<file path="config.mk">
export PLATFORM = sky130hd
export DESIGN_NAME = shift_unit_pipe
export DESIGN_NICKNAME = d
export VERILOG_FILES = /design/src/rtl/shift_pkg.sv /design/src/rtl/shift_levels.sv /design/src/rtl/shift_unit_pipe.sv
export SDC_FILE = /design/constraint.sdc
export NUM_CORES = 1
export LEC_CHECK = 0
export ABC_AREA = 1
export CAP_MARGIN = 10
export CORE_MARGIN = 8
export CORE_UTILIZATION = 30
export DETAILED_ROUTE_END_ITERATION = 16
export GPL_ROUTABILITY_DRIVEN = 0
export RECOVER_POWER = 100
export SETUP_SLACK_MARGIN = 0.05
export SYNTH_ARGS = -nofsm -noshare
export SYNTH_HDL_FRONTEND = slang
export SYNTH_HIERARCHICAL = 1
export SYNTH_SLANG_ARGS = --single-unit
</file>
<file path="constraint.sdc">
create_clock -name clk -period 3.5 [get_ports clk]
set_input_delay 0.525 -clock clk [delete_from_list [all_inputs] [get_ports clk]]
set_output_delay 0.525 -clock clk [all_outputs]
set_load 0.005 [all_outputs]
</file>
<file path="src/rtl/shift_pkg.sv">
// Shared definitions for the pipelined shift unit: op encodings, op legality,
// decoder mapping and the per-stage mux-level split.
package shift_pkg;

  localparam logic [2:0] SH_SLL = 3'b000;
  localparam logic [2:0] SH_SRL = 3'b001;
  localparam logic [2:0] SH_SRA = 3'b010;
  localparam logic [2:0] SH_ROL = 3'b011;
  localparam logic [2:0] SH_ROR = 3'b100;

  // Encodings above SH_ROR are reserved and flagged as errors.
  function automatic logic sh_legal(input logic [2:0] op);
    return (op <= SH_ROR);
  endfunction

  // Maps the instruction func3/func7 fields onto an SH_* op (base shifts plus
  // the rotate extension). Anything unrecognised decodes to an illegal op.
  function automatic logic [2:0] sh_decode(input logic [2:0] func3, input logic [6:0] func7);
    logic [2:0] op;
    op = 3'b111;
    case (func3)
      3'b001: begin
        if (func7 == 7'b0000000)      op = SH_SLL;
        else if (func7 == 7'b0110000) op = SH_ROL;
      end
      3'b101: begin
        if (func7 == 7'b0000000)      op = SH_SRL;
        else if (func7 == 7'b0100000) op = SH_SRA;
        else if (func7 == 7'b0110000) op = SH_ROR;
      end
      default: op = 3'b111;
    endcase
    return op;
  endfunction

  // First mux level owned by stage k. Levels are spread front-loaded:
  // each stage takes ceil(remaining levels / remaining stages).
  function automatic int level_lo(input int k, input int nlev, input int nst);
    int lo;
    lo = 0;
    for (int i = 0; i < k; i++) begin
      lo = lo + (nlev - lo + (nst - i) - 1) / (nst - i);
    end
    return lo;
  endfunction

endpackage

</file>
<file path="src/rtl/shift_levels.sv">
// Combinational slice of the log-shifter: applies mux levels LO..HI-1.
// Level j moves the data by 2^j when shamt[j] is set.
module shift_levels
  import shift_pkg::*;
#(
  parameter int XLEN = 32,
  parameter int LO   = 0,
  parameter int HI   = 1
) (
  input  logic [XLEN-1:0]         data_in,
  input  logic [$clog2(XLEN)-1:0] shamt,
  input  logic [2:0]              op,
  input  logic                    fill,
  output logic [XLEN-1:0]         data_out
);

  logic [XLEN-1:0] d;

  // Only a subset of shamt bits belongs to this slice.
  logic unused_shamt;
  assign unused_shamt = ^shamt;

  // Cascade this slice's mux levels; illegal ops pass the data through.
  always_comb begin
    d = data_in;
    for (int j = LO; j < HI; j++) begin
      if (shamt[j]) begin
        case (op)
          SH_SLL:  d = d << (1 << j);
          SH_SRL:  d = d >> (1 << j);
          SH_SRA:  d = (d >> (1 << j)) | ({XLEN{fill}} << (XLEN - (1 << j)));
          SH_ROL:  d = (d << (1 << j)) | (d >> (XLEN - (1 << j)));
          SH_ROR:  d = (d >> (1 << j)) | (d << (XLEN - (1 << j)));
          default: d = d;
        endcase
      end
    end
    data_out = d;
  end

endmodule

</file>
<file path="src/rtl/shift_unit_pipe.sv">
// Pipelined SLL/SRL/SRA/ROL/ROR shifter with elastic valid/ready stages.
// Each stage runs a share of the mux levels and then registers the op.
module shift_unit_pipe
  import shift_pkg::*;
#(
  parameter int XLEN   = 32,
  parameter int STAGES = 2,
  parameter int TAGW   = 5
) (
  input  logic                    clk,
  input  logic                    rst,
  input  logic                    in_valid,
  output logic                    in_ready,
  input  logic [XLEN-1:0]         in_data,
  input  logic [$clog2(XLEN)-1:0] in_shamt,
  input  logic [2:0]              in_op,
  input  logic [TAGW-1:0]         in_tag,
  output logic                    out_valid,
  input  logic                    out_ready,
  output logic [XLEN-1:0]         out_data,
  output logic [TAGW-1:0]         out_tag,
  output logic                    out_err
);

  localparam int LVLS = $clog2(XLEN);

  // Index 0 is the request port, index k+1 the register of stage k.
  logic [STAGES:0] st_valid;
  logic [STAGES:0] st_fill;
  logic [STAGES:0] st_err;
  logic [XLEN-1:0] st_data  [STAGES+1];
  logic [LVLS-1:0] st_shamt [STAGES+1];
  logic [2:0]      st_op    [STAGES+1];
  logic [TAGW-1:0] st_tag   [STAGES+1];
  logic [STAGES:0] advance;

  assign st_valid[0] = in_valid;
  assign st_data[0]  = in_data;
  assign st_shamt[0] = in_shamt;
  assign st_op[0]    = in_op;
  assign st_tag[0]   = in_tag;
  assign st_fill[0]  = in_data[XLEN-1];
  assign st_err[0]   = ~sh_legal(in_op);

  // A stage may load when it is empty or its successor is moving.
  always_comb begin
    advance         = '0;
    advance[STAGES] = out_ready;
    for (int k = STAGES - 1; k >= 0; k--) begin
      advance[k] = ~st_valid[k+1] | advance[k+1];
    end
  end

  genvar gi;
  generate
    for (gi = 0; gi < STAGES; gi++) begin : g_stage
      localparam int LO = level_lo(gi, LVLS, STAGES);
      localparam int HI = level_lo(gi + 1, LVLS, STAGES);

      logic [XLEN-1:0] lvl_data;
      logic            valid_reg;
      logic [XLEN-1:0] data_reg;
      logic [LVLS-1:0] shamt_reg;
      logic [2:0]      op_reg;
      logic            fill_reg;
      logic [TAGW-1:0] tag_reg;
      logic            err_reg;

      shift_levels #(
        .XLEN (XLEN),
        .LO   (LO),
        .HI   (HI)
      ) u_levels (
        .data_in  (st_data[gi]),
        .shamt    (st_shamt[gi]),
        .op       (st_op[gi]),
        .fill     (st_fill[gi]),
        .data_out (lvl_data)
      );

      // Stage register: reset flushes in-flight ops; payload only loads with a valid op.
      always_ff @(posedge clk) begin
        if (rst) begin
          valid_reg <= 1'b0;
          data_reg  <= '0;
          shamt_reg <= '0;
          op_reg    <= '0;
          fill_reg  <= 1'b0;
          tag_reg   <= '0;
          err_reg   <= 1'b0;
        end else if (advance[gi]) begin
          valid_reg <= st_valid[gi];
          if (st_valid[gi]) begin
            data_reg  <= lvl_data;
            shamt_reg <= st_shamt[gi];
            op_reg    <= st_op[gi];
            fill_reg  <= st_fill[gi];
            tag_reg   <= st_tag[gi];
            err_reg   <= st_err[gi];
          end
        end
      end

      assign st_valid[gi+1] = valid_reg;
      assign st_data[gi+1]  = data_reg;
      assign st_shamt[gi+1] = shamt_reg;
      assign st_op[gi+1]    = op_reg;
      assign st_fill[gi+1]  = fill_reg;
      assign st_tag[gi+1]   = tag_reg;
      assign st_err[gi+1]   = err_reg;
    end
  endgenerate

  // Control fields of the final stage have no consumer beyond the pipe.
  logic unused_tail;
  assign unused_tail = ^{st_shamt[STAGES], st_op[STAGES], st_fill[STAGES]};

  // Neither side may complete a transfer during a reset cycle.
  assign in_ready  = advance[0] & ~rst;
  assign out_valid = st_valid[STAGES] & ~rst;
  assign out_data  = st_data[STAGES];
  assign out_tag   = st_tag[STAGES];
  assign out_err   = st_err[STAGES];

endmodule

</file>
After elaboration in Yosys (flattened, before gate mapping) --
Cells that the tools add are included.
Storage, ports and cells: word-level logic and storage cells 57, register bits 87
Cells by class: order comparisons 1, bitwise gates (word level) 22, multiplexer cells 10, reductions and logical operators 5, equality and inequality tests 8
Operators by type and width (count):
- 32-bit case mux with 5 select lines | 4
- 32-bit 2-to-1 mux | 5
- 32-bit case mux with 4 select lines | 1
- 24-bit by 32-bit bitwise OR with 32-bit output | 2
- 28-bit by 32-bit bitwise OR with 32-bit output | 2
- 30-bit by 32-bit bitwise OR with 32-bit output | 2
- 31-bit by 32-bit bitwise OR with 32-bit output | 2
- 16-bit by 32-bit bitwise OR with 32-bit output | 1
- 32-bit by 1-bit bitwise OR with 32-bit output | 1
- 32-bit by 16-bit bitwise OR with 32-bit output | 1
- 32-bit by 2-bit bitwise OR with 32-bit output | 1
- 32-bit by 4-bit bitwise OR with 32-bit output | 1
- 32-bit by 8-bit bitwise OR with 32-bit output | 1
- 3-bit by 2-bit == test with 1-bit output, second input constant | 4
- 3-bit by 1-bit == test with 1-bit output, second input constant | 2
- 3-bit == test, second input constant | 2
- 3-bit logical NOT | 2
- 1-bit inverter | 4
- 2-bit AND reduction | 2
- 3-bit less-or-equal comparator, second input constant | 1
- 1-bit AND | 2
- 1-bit bitwise OR | 2
- 2-bit OR reduction | 1

Logic depth before layout (Yosys ltp) --
Gate-level depths: netlist (run 1).
word-level depth 9, gate-level depth with buffers 18, mapped depth without buffers 17

Modules after synthesis --
Netlist (run 1), hierarchy kept.
By module, submodules not included:
- shift_unit_pipe | area each 3429.5 um^2, seq. area each 1741.7 um^2, cells an instance 444, instances 1
- shift_levels (g_stage[0].u_levels) | area each 2607.5 um^2, seq. area each 0.0 um^2, cells an instance 553, instances 1
- shift_levels (g_stage[1].u_levels) | area each 1503.9 um^2, seq. area each 0.0 um^2, cells an instance 321, instances 1

Worst setup path before layout (run 1) --
Ideal clock, no wire load.
path kind in2reg, start in in_op[0], end reg g_stage[0].data_reg[31], path buffers 1, path slack 1.572 ns, stages on the path 14, arrival time 1.813 ns, data required time 3.385 ns, cell sequence o21ai_2 -> nand2_4 -> clkbuf_1 -> a21oi_1 -> nand2_1 -> nand3_1 -> nand3_1 -> nand3_1 -> nand3_1 -> nand2_1 -> inv_1 -> nand3b_1 -> nand2_1 -> nor2_1
Between the ends: longest elaborated chain between the ends 9, elaborated cells between the ends (all ways) 16
Ends and longest elaborated chain:
- start, declared | line shift_unit_pipe.sv:16 | input logic [2:0] in_op,
- 3-bit == test, or another cell as far along | line shift_levels.sv:28 | case (op)
- 32-bit case mux with 5 select lines | line shift_levels.sv:28
- 32-bit 2-to-1 mux | line shift_levels.sv:27 | if (shamt[j]) begin
- 30-bit by 32-bit bitwise OR with 32-bit output, or another cell as far along | line shift_levels.sv:33 | SH_ROR: d = (d >> (1 << j)) | (d << (XLEN - (1 << j)));
- 32-bit case mux with 5 select lines | line shift_levels.sv:28
- 32-bit 2-to-1 mux | line shift_levels.sv:27
- 28-bit by 32-bit bitwise OR with 32-bit output or 32-bit by 4-bit bitwise OR with 32-bit output (tied branches) | line shift_levels.sv:33, shift_levels.sv:32
- 32-bit case mux with 5 select lines | line shift_levels.sv:28
- 32-bit 2-to-1 mux (*) | line shift_levels.sv:27
- net g_stage[0].lvl_data[31] | line shift_unit_pipe.sv:60 | logic [XLEN-1:0] lvl_data;
- end signal, assigned | line shift_unit_pipe.sv:94 | data_reg <= lvl_data;
- end, declared | line shift_unit_pipe.sv:62 | logic [XLEN-1:0] data_reg;
The timed path passes the listed nets; every way through them passes the cells marked *. A chain may end at the register's enable or synchronous reset.

Final worst setup path (run 1) --
start in in_op[1], end reg g_stage[0].data_reg[21]
Between the ends: longest elaborated chain between the ends 9, elaborated cells between the ends (all ways) 17
Ends and longest elaborated chain (line):
- 3-bit == test, or another cell as far along | shift_levels.sv:28
- 32-bit case mux with 5 select lines | shift_levels.sv:28
- 32-bit 2-to-1 mux | shift_levels.sv:27
- 30-bit by 32-bit bitwise OR with 32-bit output, or another cell as far along | shift_levels.sv:33
- 32-bit case mux with 5 select lines | shift_levels.sv:28
- 32-bit 2-to-1 mux | shift_levels.sv:27
- 28-bit by 32-bit bitwise OR with 32-bit output, or another cell as far along | shift_levels.sv:33
- 32-bit case mux with 5 select lines | shift_levels.sv:28
- 32-bit 2-to-1 mux (*) | shift_levels.sv:27
- net g_stage[0].lvl_data[21] | shift_unit_pipe.sv:60
Marks and branches as above.

==> results of run 1 <==
[power by group through the flow]
stage	clock network [W]	registers (W)	logic, W
6_report	0.00102	0.00110	0.00109
5_1_grt	0.00109	0.00111	0.00122
4_1_cts	0.00105	0.00110	0.00110
3_5_place_dp	0	0.00113	0.00109
3_3_place_gp	0	0.00112	0.00109
2_1_floorplan	0	0.00110	0.000801
[routing by layer]
layer	share of wire (%)	track usage, %
met1	49	22.4
met2	43	23.6
met3	6.3	2.64
met4	1.8	4.67
met5	0	0
[final timing paths]
check / startpoint / to / slack (ns) / cells past startpoint
hold / removal: out_data[20] / out_data[20] / 0.47 / 2
setup / recovery: in_op[1] / g_stage[0].data_reg[21] / 0.48 / 15
setup reg to reg: g_stage[0].op_reg[2] / out_data[24] / 1.06 / 7
hold reg to reg: out_data[20] / out_data[20] / 0.47 / 2
[worst reg2reg max path, cell delays in order (launching register included)]
cell and delay, ns:
dfxtp_1 0.72, nand2_2 0.15, nand2_2 0.51, inv_1 0.37, a21oi_1 0.22, a21oi_1 0.10, o21ai_0 0.20, nor2_1 0.06
[placed cells by master (no fill, tap or decap), types with 6 or more instances in the layout]
cell type and instances:
nor2_1 147, o21ai_2 11, or2_2 18, dfxtp_1 84
o21ai_1 6, clkbuf_16 9, clkdlybuf4s50_1 45, dlygate4sd3_1 42
a21oi_1 107, inv_2 9, o21ai_0 39, or2_1 20
nand2_2 7, nand2_1 405, nand3b_1 40, nand3_1 249
buf_4 15, inv_1 61
[area by class of cell]
cell class                 count  area [um^2]
fill                        2754        15800
multi-input combinational   1060         4880
sequential                    84         1680
timing repair buffer         105          998
tap                          324          405
inverter                      70          263
clock buffer                  12          246
clock inverter                 4         72.6
[metrics by stage]
step	setup WS [ns]	area, um^2	total power, W	instances
floorplan	1.57	7420	0.00190	1303
global placement	0.383	8280	0.00221	1643
detailed placement	0.368	8280	0.00222	1643
CTS	0.719	8600	0.00325	1659
global route	0.267	8550	0.00343	1659
finish	0.481	8550	0.00321	1659
==> impl_results.md, run 1 <==
- Sinks on Clock Net: 84
- Via count: 8353
- Initial core utilization: 30.5%
- Sequential Power Share: approximately a third
- Sw Ratio: 35.1%
- Fin Setup TNS: 0 ns
- Routed wire per std cell: 14.5 um
- Area of the mapped netlist: between 0.007 and 0.008 mm^2
- Clock buffer count from CTS: 9
- Diode count: 0
- Tcrit/Tclk final: roughly 86%
- P&R area growth vs syn: 15.2%
- Leakage power: 4.10 nW
- Worst-Skew Late Latency: 0.34 ns
- Max Slew Vio Count: 89
- Worst path cell trace: clkdlybuf4s50_1 -> o21ai_2 -> nand2_4 -> clkbuf_2 -> a21oi_1 -> o21ai_0 -> nand3_1 -> nand3_1 -> nand3_1 -> nand2_1 -> nand2_1 -> nand2_1 -> nand3b_1 -> nand2_1 -> nor2_1
- Power Density: 376 mW/mm^2
- TritonCTS clock tree: done
- DRT Pass-1 Iters: 7
- Critical path arrival: 3.25 ns
- Max-Cap Viols: 1
- Drt total wl: 24000 um
- Comb pwr share: 33.8%
- Hold Buf Count CTS: 0
- Cell Int Power: 0.00208 W
- Worst min-delay path class: flip-flop to flip-flop
- Clock transition at path regs: 0.06 ns
- Initial antenna violation count: 0
- DR DRC count: 0
- Slew headroom: -12.1%
- Synth warn: 6
- Fin crit period: 3.02 ns
- Critical path data required time: 3.73 ns
- Endpoints failing hold: 0
- RSZ-0062 raised after global routing: false
- # Post-CTS Setup Buffers: 0
- Highest Clock Rate: 331 MHz
- Critical Path Max Stage Delay: 0.52 ns
- Core Util, Final: 35.2%
- CP max FO: 23
- Share of layout cells above drive strength 1: under 10%
- Initial drt markers: 837
- Slowest cell on crit path: clkdlybuf4s50_1
- Clock power frac: 31.9%
- CP top delay family: simple AND/OR/NAND/NOR gates
- Worst-margin pin slew: 1.68 ns
- Post_cts resized: 0
- Synth Area per Inst: 5.70 um^2
- Antenna Nets Post-Route: 0
- Hold slack final: around 0.47 ns
- Boundary Pins: 89
- Syn nets: 1352
- Vias in the first global route: between 7000 and 8000
- Height of the die: 173 um
- Type of origin of the critical path: input pin
- Clock skew: 0.00914 ns
- Outcome: finished, violations left
- Vias per inst: 5.03
- Die width: between 150 and 200 um
- VDD IR-drop max: about 0.19 mV
- First-pass GRT wire length: 40100 um
- IO Port Bufs: just under 90
- Failing checks: capacitance limit, slew limit
- H-tree levels: 3
- # setup viols final: 0
- Fin nets: about 1400
- Core area: 0.0243 mm^2
- Die ar.: ~0.030 mm^2
- Largest net degree at the start of global routing: 89
- Standard-cell rows: 57
- Post-Syn Instances: 1303
- Most numerous cell on the critical path: nand2_1
- Net Sw Power: approximately 0.0011 W
- GRT Residual Overflow: 0
- Worst path bufs/invs: 2
- Longest Clk Path Bufs: 2
- Critical path class: input pin to flip-flop
- Root Buffer: clkbuf_16
- Critical Path End Type: flip-flop
- Detailed Place HPWL: 17500 um
- All-Layer GR Usage: 15.7%
(Power assumes the default switching activity.)
==> run 2, diff against run 1 <==
Settings changed: CTS_CLUSTER_SIZE set to 14.
==> results of run 2 <==
The final DEF is identical to that of run 1; final timing and power are the same.
==> run 3, diff against run 2 <==
Settings changed: CORE_ASPECT_RATIO set to 0.9.
==> run 3 against run 2 <==
  * The flow still finishes with violations (capacitance limit, slew limit)
  * Hold slack got worse by 0.0018 ns
  * First-iteration DRC count increased by 1.9%
  * Sequential share of layout area about the same
  * Clock power barely moved
  * Combinational power about the same
  * Critical path depth down 1
  * Clock skew shrank 0.0015 ns
  * Clock-buffer cell count decreased by 3
  * Non-clock buffer count decreased by 3
  * Utilization up 0.14 points
  * Power increased by 0.84%
  * Sequential cell count did not move
==> impl_results.md, run 3 (synthesis results as in run 1) <==
- Die width: 182 um (was 173 um)
- Clock buffer count from CTS: 9 (unchanged)
- CP max FO: 58 (was 23)
- Fin Setup TNS: 0 ns (unchanged)
- Height of the die: 165 um (was 173 um)
- Core area: 0.0243 mm^2 (about the same)
- H-tree levels: 3 (unchanged)
- Comb pwr share: 33.8% (about the same)
- # setup viols final: 0 (unchanged)
- Die ar.: 0.0300 mm^2 (about the same)
- Via count: 8467 (was 8353)
- Sw Ratio: 36.0% (was 35.1%)
- Worst r2r dst: out_data[28] (was out_data[24])
- Root Buffer: clkbuf_16 (unchanged)
- Boundary Pins: 89 (unchanged)
- Failing checks: capacitance limit, slew limit (unchanged)
- Worst-margin pin slew: 1.72 ns (was 1.68 ns)
- Vias in the first global route: 7889 (was 7781)
- Sequential Power Share: 34.1% (was 34.3%)
- Fin cells: 1640 (was 1659)
- Slew headroom: -14.8% (was -12.1%)
- Outcome: finished, violations left (unchanged)
- IO Port Bufs: 88 (unchanged)
- VDD IR-drop max: 0.193 mV (was 0.190 mV)
- Clock skew: 0.00766 ns (was 0.00914 ns)
- GRT Residual Overflow: 0 (unchanged)
- Worst r2r path cells: 9 (was 7)
- Type of origin of the critical path: input pin (unchanged)
- # Post-CTS Setup Buffers: 0 (unchanged)
- Slowest cell on crit path: dlygate4sd3_1 (was clkdlybuf4s50_1)
- Highest Clock Rate: 327 MHz (was 331 MHz)
- Power Density: 378 mW/mm^2 (was 376 mW/mm^2)
- Drt total wl: 24800 um (was 24000 um)
- Vias per inst: 5.16 (was 5.03)
- Hold Path Depth: 2 (unchanged)
- Hold Buf Count CTS: 0 (unchanged)
- FILL cells: 2696 (was 2754)
- Commonest non-fill, non-tap cell in the layout: nand2_1 (unchanged)
- DR DRC count: 0 (unchanged)
- All-Layer GR Usage: 16.3% (was 15.7%)
- Fin crit period: 3.05 ns (was 3.02 ns)
- Critical Path Max Stage Delay: 0.60 ns (was 0.52 ns)
- Net Sw Power: 0.00116 W (was 0.00113 W)
- Routed wire per std cell: 15.1 um (was 14.5 um)
- Initial drt markers: 853 (was 837)
- Commonest non-fill, non-tap cells in the layout: nand2_1, nand3_1, nor2_1 (unchanged)
- Standard-cell rows: 54 (was 57)
- Longest Clk Path Bufs: 2 (unchanged)
- CP top delay family: simple AND/OR/NAND/NOR gates (unchanged)
- Hold_sp: out_data[2] (was out_data[20])
- Worst path cell trace: dlygate4sd3_1 -> inv_1 -> nand3_1 -> nand2_4 -> buf_4 -> nand3_1 -> nand3_1 -> nand3_1 -> nand3_1 -> nand2_1 -> inv_1 -> nand3b_1 -> nand2_1 -> nor2_1 (was clkdlybuf4s50_1 -> o21ai_2 -> nand2_4 -> clkbuf_2 -> a21oi_1 -> o21ai_0 -> nand3_1 -> nand3_1 -> nand3_1 -> nand2_1 -> nand2_1 -> nand2_1 -> nand3b_1 -> nand2_1 -> nor2_1)
- Worst min-delay path class: flip-flop to flip-flop (unchanged)
- Clock transition at path regs: 0.07 ns (was 0.06 ns)
- Critical path class: input pin to flip-flop (unchanged)
- Worst-Skew Late Latency: 0.36 ns (was 0.34 ns)
- Worst hold endpoint: out_data[2] (was out_data[20])
- Share of layout cells above drive strength 1: 6.53% (was 6.59%)
- Max-Cap Viols: 1 (unchanged)
- FF-to-FF Start: g_stage[0].op_reg[2] (unchanged)
- Endpoints failing hold: 0 (unchanged)
- P&R area growth vs syn: 15.4% (was 15.2%)
- Critical Path End Type: flip-flop (unchanged)
- Antenna Nets Post-Route: 0 (unchanged)
- R2r setup slk: 1.12 ns (was 1.06 ns)
- Worst path bufs/invs: 4 (was 2)
- Most numerous cell on the critical path: nand3_1 (was nand2_1)
- Total placed cells including tap cells: 1624 (was 1643)
- Clock power frac: 32.0% (was 31.9%)
- Initial antenna violation count: 0 (unchanged)
- Post_cts resized: 0 (unchanged)
- Diode count: 0 (unchanged)
- Detailed Place HPWL: 18000 um (was 17500 um)
- Sinks on Clock Net: 84 (unchanged)
- Cell Int Power: 0.00208 W (about the same)
- First-pass GRT wire length: 40100 um (about the same)
- DRT Pass-1 Iters: 6 (was 7)
- Max Slew Vio Count: 89 (unchanged)
- Leakage power: 4.11 nW (was 4.10 nW)
- Tcrit/Tclk final: 87.3% (was 86.3%)
- Fin nets: 1376 (was 1379)
- RSZ-0062 raised after global routing: false (unchanged)
- Critical path data required time: 3.80 ns (was 3.73 ns)
- Critical path arrival: 3.35 ns (was 3.25 ns)
- Initial core utilization: 30.6% (was 30.5%)
- Largest net degree at the start of global routing: 89 (unchanged)
- TritonCTS clock tree: done (unchanged)
run 3: stage by stage:
step                      cell area, um^2  hold WS [ns]  setup slack [ns]  total power, W  util (%)
after floorplan                      7420         0.446              1.57         0.00190         -
after global placement               8280         0.459             0.333         0.00223      34.1
after detailed placement             8280         0.466             0.309         0.00223      34.1
after CTS                            8600         0.483             0.674         0.00328      35.5
after global routing                 8560         0.506             0.204         0.00345      35.3
final                                8560         0.472             0.446         0.00324      35.3
run 3: worst max-delay path by stage:
stage,cells past startpoint,from,to,slack [ns]
2_1_floorplan,14,in_op[0],g_stage[0].data_reg[31],1.57
3_3_place_gp,13,in_op[1],g_stage[0].data_reg[31],0.33
3_5_place_dp,14,in_op[2],g_stage[0].data_reg[31],0.31
4_1_cts,13,in_op[1],g_stage[0].data_reg[31],0.67
5_1_grt,15,in_op[2],g_stage[0].data_reg[23],0.20
6_report,14,in_op[2],g_stage[0].data_reg[31],0.45
run 3: power by group through the flow:
stage / clock (W) / sequential (W) / combinational (W)
floorplan: 0 / 0.00110 / 0.000801
global placement: 0 / 0.00113 / 0.00110
detailed placement: 0 / 0.00113 / 0.00110
CTS: 0.00106 / 0.00111 / 0.00111
global route: 0.00110 / 0.00112 / 0.00123
finish: 0.00104 / 0.00111 / 0.00110
run 3: tightest hold or removal path: stages (launching register included):
cell and delay (ns):
dfxtp_1 0.32, nor2_1 0.04, nor2_1 0.08
run 3: cell type report:
type                       count  area [um^2]  share of cell area [%]
clock buffer                   9          225                    2.63
sequential                    84         1680                    19.6
clock inverter                 7         98.8                    1.15
tap                          308          385                    4.50
timing repair buffer         102         1020                    11.9
multi-input combinational   1060         4890                    57.1
inverter                      70          263                    3.07
run 3: layer usage:
| layer | up-vias | wire length (um) | track usage, % |
|---|---|---|---|
| li1 | 4294 | - | - |
| met1 | 3852 | 11200 | 20.6 |
| met2 | 285 | 11400 | 27.1 |
| met3 | 36 | 1650 | 4.02 |
| met4 | 0 | 490 | 4.73 |
| met5 | - | 0 | 0 |
